**src/rtl/seq_divider.sv**
```systemverilog
// seq_divider: sequential restoring shift-subtract divider.
// Divides an unsigned WIDTH-bit dividend (Din at Run) by a previously loaded
// divisor and produces one quotient bit per clock.
//
// Control handshake: Run and Ld_Divisor are debounced level strobes. A command
// is accepted only on an edge where the block is in IDLE. Run wins over
// Ld_Divisor on the same edge. After a division the block waits in DONE until
// Run drops, so each press starts exactly one operation.
module seq_divider #(
   parameter int WIDTH = 8
) (
   input  logic             Clk,
   input  logic             Reset,
   input  logic [WIDTH-1:0] Din,
   input  logic             Ld_Divisor,
   input  logic             Run,
   output logic [WIDTH-1:0] Quotient,
   output logic [WIDTH-1:0] Remainder,
   output logic [WIDTH-1:0] Divisor,
   output logic             Busy,
   output logic             Done,
   output logic             Div_By_Zero,
   output logic [1:0]       Dbg_State
);

   localparam int CW = $clog2(WIDTH + 1);
   localparam logic [CW-1:0] LAST = CW'(WIDTH - 1);

   typedef enum logic [1:0] {
      S_IDLE = 2'd0,
      S_CALC = 2'd1,
      S_DONE = 2'd2
   } state_t;

   state_t           r_state, w_state_n;
   logic [WIDTH:0]   r_a, w_a_n;        // partial remainder, MSB is trial sign
   logic [WIDTH-1:0] r_q, w_q_n;        // dividend shifting into quotient
   logic [CW-1:0]    r_cnt, w_cnt_n;
   logic [WIDTH-1:0] r_quot, w_quot_n;
   logic [WIDTH-1:0] r_rem, w_rem_n;
   logic [WIDTH-1:0] r_div, w_div_n;
   logic             r_dbz, w_dbz_n;

   // Datapath for one restoring iteration.
   logic [WIDTH:0]   w_a_shift;
   logic [WIDTH:0]   w_trial;
   logic             w_trial_neg;
   // The partial remainder never exceeds the divisor, so the stored sign bit
   // is always zero and drops out of the shifted pair.
   logic             w_unused_sign;

   assign w_a_shift     = {r_a[WIDTH-1:0], r_q[WIDTH-1]};
   assign w_trial       = w_a_shift - {1'b0, r_div};
   assign w_trial_neg   = w_trial[WIDTH];
   assign w_unused_sign = r_a[WIDTH];

   // State and datapath registers; synchronous reset clears everything.
   always_ff @(posedge Clk) begin
      if (Reset) begin
         r_state <= S_IDLE;
         r_a     <= '0;
         r_q     <= '0;
         r_cnt   <= '0;
         r_quot  <= '0;
         r_rem   <= '0;
         r_div   <= '0;
         r_dbz   <= 1'b0;
      end else begin
         r_state <= w_state_n;
         r_a     <= w_a_n;
         r_q     <= w_q_n;
         r_cnt   <= w_cnt_n;
         r_quot  <= w_quot_n;
         r_rem   <= w_rem_n;
         r_div   <= w_div_n;
         r_dbz   <= w_dbz_n;
      end
   end

   // Next-state and next-datapath logic; everything holds unless updated.
   always_comb begin
      w_state_n = r_state;
      w_a_n     = r_a;
      w_q_n     = r_q;
      w_cnt_n   = r_cnt;
      w_quot_n  = r_quot;
      w_rem_n   = r_rem;
      w_div_n   = r_div;
      w_dbz_n   = r_dbz;
      case (r_state)
         S_IDLE: begin
            if (Run) begin
               if (r_div != '0) begin
                  w_a_n     = '0;
                  w_q_n     = Din;
                  w_cnt_n   = '0;
                  w_dbz_n   = 1'b0;
                  w_state_n = S_CALC;
               end else begin
                  w_quot_n  = '1;
                  w_rem_n   = Din;
                  w_dbz_n   = 1'b1;
                  w_state_n = S_DONE;
               end
            end else if (Ld_Divisor) begin
               w_div_n = Din;
            end
         end
         S_CALC: begin
            w_a_n   = w_trial_neg ? w_a_shift : w_trial;
            w_q_n   = {r_q[WIDTH-2:0], ~w_trial_neg};
            w_cnt_n = r_cnt + CW'(1);
            // The final iteration lands straight in the visible result.
            if (r_cnt == LAST) begin
               w_quot_n  = w_q_n;
               w_rem_n   = w_a_n[WIDTH-1:0];
               w_state_n = S_DONE;
            end
         end
         S_DONE: begin
            if (!Run) w_state_n = S_IDLE;
         end
         default: w_state_n = S_IDLE;
      endcase
   end

   assign Quotient    = r_quot;
   assign Remainder   = r_rem;
   assign Divisor     = r_div;
   assign Busy        = (r_state == S_CALC);
   assign Done        = (r_state == S_DONE);
   assign Div_By_Zero = r_dbz;
   assign Dbg_State   = r_state;

endmodule

```
**config.mk**
```make
export PLATFORM = sky130hd
export DESIGN_NAME = seq_divider
export DESIGN_NICKNAME = d
export VERILOG_FILES = /design/src/rtl/seq_divider.sv
export SDC_FILE = /design/constraint.sdc
export NUM_CORES = 1
export LEC_CHECK = 0
export BUFFER_PORTS_ARGS = -buffer_cell sky130_fd_sc_hd__buf_2
export CAP_MARGIN = 20
export CELL_PAD_IN_SITES_DETAIL_PLACEMENT = 1
export CELL_PAD_IN_SITES_GLOBAL_PLACEMENT = 2
export CORE_MARGIN = 2
export CORE_UTILIZATION = 36
export DETAILED_ROUTE_END_ITERATION = 16
export HOLD_SLACK_MARGIN = 0.1
export PLACE_DENSITY_LB_ADDON = 0.1
export SLEW_MARGIN = 20
export SYNTH_ARGS = -nofsm -noshare
export SYNTH_HDL_FRONTEND = slang
export SYNTH_SLANG_ARGS = --single-unit
```
**constraint.sdc**
```tcl
create_clock -name Clk -period 6.4 [get_ports Clk]
set_clock_uncertainty 0.1 [all_clocks]
set_input_delay 0.96 -clock Clk [delete_from_list [all_inputs] [get_ports Clk]]
set_output_delay 0.96 -clock Clk [all_outputs]
set_load 0.01 [all_outputs]
```
==> results.md <==
* Initial Util at 37.7%
* Maximum VDD drop at 0.142 mV
* Flop2flop setup slack at 3670 ps
* Initial antenna violation count at 0
* Worst-skew pair later-pin latency at 300 ps
* Clock tree buffer depth at 2
* Gate power share at 39.2%
* PD cells at 375 nW/um^2
* YS warnings at 0
* Critical path peak fanout at 27
* Post-route ant nets at 0
* Clock sink total at 47
* Synth Register Bits at 47
* Worst slew pin tran at 1040 ps
* GRT Overall Usage at 19.1%
* HPWL after DPL at 5010 microns
* Number of global-route vias before repair at 2,084
* Worst Setup End Kind: flip-flop
* Layout cells sized above 1 at 24.3%
* Most frequent cells in the layout: nand2_1, dfxtp_1, buf_2
* Area delta synth->final at 13.0%
* Sequential share of the synthesized area at 38.8%
* WL/cell at 17.5 microns
* Sw Pwr at 403 uW
* CP startpoint kind: flip-flop
* Clk network pwr share at 22.0%
* Worst Setup SP: Dbg_State[1]
* CORE AREA at 6420 sq um
* P_int at 625 uW
* Prevailing post-synth register cell: dfxtp_1
* Cells after Synth at 275
* Hold Vio Cnt, Final at 0
* Mapped Nets at 297
* Core Util, Final at 42.6%
* Hold Path Class: flip-flop to flip-flop
* RR Endpoint: Remainder[0]
* LEAKAGE at 1.10 nW
* ANT cells at 0
* I/O Pins at 41
* Switch share at 39.2%
* Die span in y at 86.1 microns
* Vias at 2,093
* GRT met2 Usage at 29.0%
* Final setup TNS at 0 ps
* CTS Root Cell: clkbuf_8
* Post-route cell area at 2740 sq um
* Period utilisation layout at 42.7%
* Pin count of the biggest net entering global routing at 30
* FILL cells at 790
* Hold bufs inserted after CTS at 0
* Postcts setup bufs at 0
* Clock slew at reported path FFs at 90 ps
* FP Rows at 29
* Post-route DRC at 0
* GR Util met1 at 28.0%
* Fin crit period at 2730 ps
* Post-synth EDFFs at 0
* Avg Cell Area, Syn at 8.81 sq um
* Most common cell after layout, fill and taps aside: nand2_1
* Post-synthesis async set-or-reset flop share at 0%
* Slew HR at 30.4%
* R2r startpoint: Dbg_State[1]
* CP Class: flip-flop to flip-flop
* GRT Residual Overflow at 0
* Net count reported at finish at 330
* Seq pwr share at 38.7%
* Port Buffers at 40
* Placed cell area at 2620 sq um
* Crit path arrival time at 2870 ps
* TritonCTS clock tree: done
* Drt pass-1 iters at 4
* Met3 usage at 2.89%
* Layer with the highest usage: met2
* Total of max-cap violations at 0
* Fin. max-slew vios at 0
* Total power at 1.03 mW
* CTS Buf Count at 5
* Routability Congestion at 0.732
* Starting DRT DRC Count at 97
* WP data required at 6540 ps
* Mapped cell area at 2420 sq um
* Endpoints failing setup at 0
* FF-to-FF path depth at 6
* Final WL at 6750 microns
* End of the critical path: Remainder[0]
* Die width at 86.1 microns
* Via density at 5.42
* First-pass GRT wire length at 11,100 microns
* Synth cell types at 60
* RSZ-0062 raised after global routing: no
* DIE AREA at 7400 sq um
* H-tree Lvls at 2
* Fmax at 366 MHz
* Status: completed
* Post-CTS sizing at 0
## cell families after synthesis
logic type	share of synthesized area (%)
AND/OR/NAND/NOR	21.1
AO/OA/AOI/OAI	25.6
flip-flops	38.8
buffers and inverters	5.83
adder cells (fa/ha/maj)	5.47
XOR/XNOR	2.17
multiplexers	1.03
## per-stage QoR
| stage | worst slack [ps] | std cells | hold slack (ps) |
|---|---|---|---|
| floorplan | 3930 | 275 | 353 |
| global placement | 3760 | 378 | 353 |
| detailed placement | 3710 | 378 | 365 |
| CTS | 3670 | 386 | 392 |
| global route | 3400 | 386 | 414 |
| finish | 3670 | 386 | 388 |
## worst min-delay path by stage
stage,startpoint,endpoint,slack [ps],cells past startpoint
after floorplan,r_a[1],r_a[1],350,2
after detailed placement,Div_By_Zero,Div_By_Zero,370,2
final,Div_By_Zero,Div_By_Zero,390,2
after global placement,Div_By_Zero,Div_By_Zero,350,2
after CTS,Div_By_Zero,Div_By_Zero,390,2
after global routing,r_a[3],r_a[3],410,2
## synthesized netlist by cell type, types with 3 or more instances
| library cell | number | area [sq um] |
|---|---|---|
| dfxtp_1 | 47 | 941 |
| inv_1 | 11 | 41.3 |
| o221a_2 | 8 | 90.1 |
| nand3_1 | 6 | 30.0 |
| xnor2_1 | 4 | 35.0 |
| o21ai_0 | 5 | 25.0 |
| a21o_1 | 3 | 22.5 |
| nand2_1 | 50 | 188 |
| ha_1 | 9 | 113 |
| buf_2 | 3 | 15.0 |
| o21ai_1 | 7 | 35.0 |
| a21oi_1 | 19 | 95.1 |
| nor2_1 | 18 | 67.6 |
| a211oi_1 | 5 | 37.5 |
| a31oi_1 | 12 | 75.1 |
| a311oi_1 | 7 | 61.3 |
| nand2b_1 | 3 | 18.8 |
| clkbuf_1 | 6 | 22.5 |
| nor2b_1 | 3 | 18.8 |
## per-layer routing
metal  up-vias  routed length [microns]  part of all wire (%)
li1       1057                        -                     -
met1       993                     3560                    53
met2        36                     2920                    43
met3         7                      193                   2.9
met4         0                       75                   1.1
met5         -                        0                     0
## cell type report
class                   count  area, sq um  area share [%]
clock buffers               5         68.8            2.51
clock inverters             3         46.3            1.69
well taps                  77         96.3            3.52
multi-input cells         202         1340            49.0
repair buffers             40          200            7.31
inverters                  12         45.0            1.64
flip-flops and latches     47          941            34.4
## power by group through the flow
stage,clock network [mW],logic [mW],registers (mW)
floorplan,0,0.294,0.405
finish,0.227,0.403,0.398
CTS,0.233,0.404,0.399
global route,0.245,0.449,0.406
global placement,0,0.398,0.403
detailed placement,0,0.402,0.405
## state kept, by name, summed over array words and instances (netlist names)
signal,cells
Divisor,8
r_q,8
Div_By_Zero,1
r_a,8
Remainder,8
r_cnt,4
Dbg_State,2
Quotient,8
## critical path, cell delays in order, from the launching register on
cell and delay (ps):
dfxtp_1 550, nand2b_4 260, inv_2 210, o21ai_1 210, nor3b_4 900, o21ai_0 220
a41oi_2 200
(Power assumes the default switching activity.)
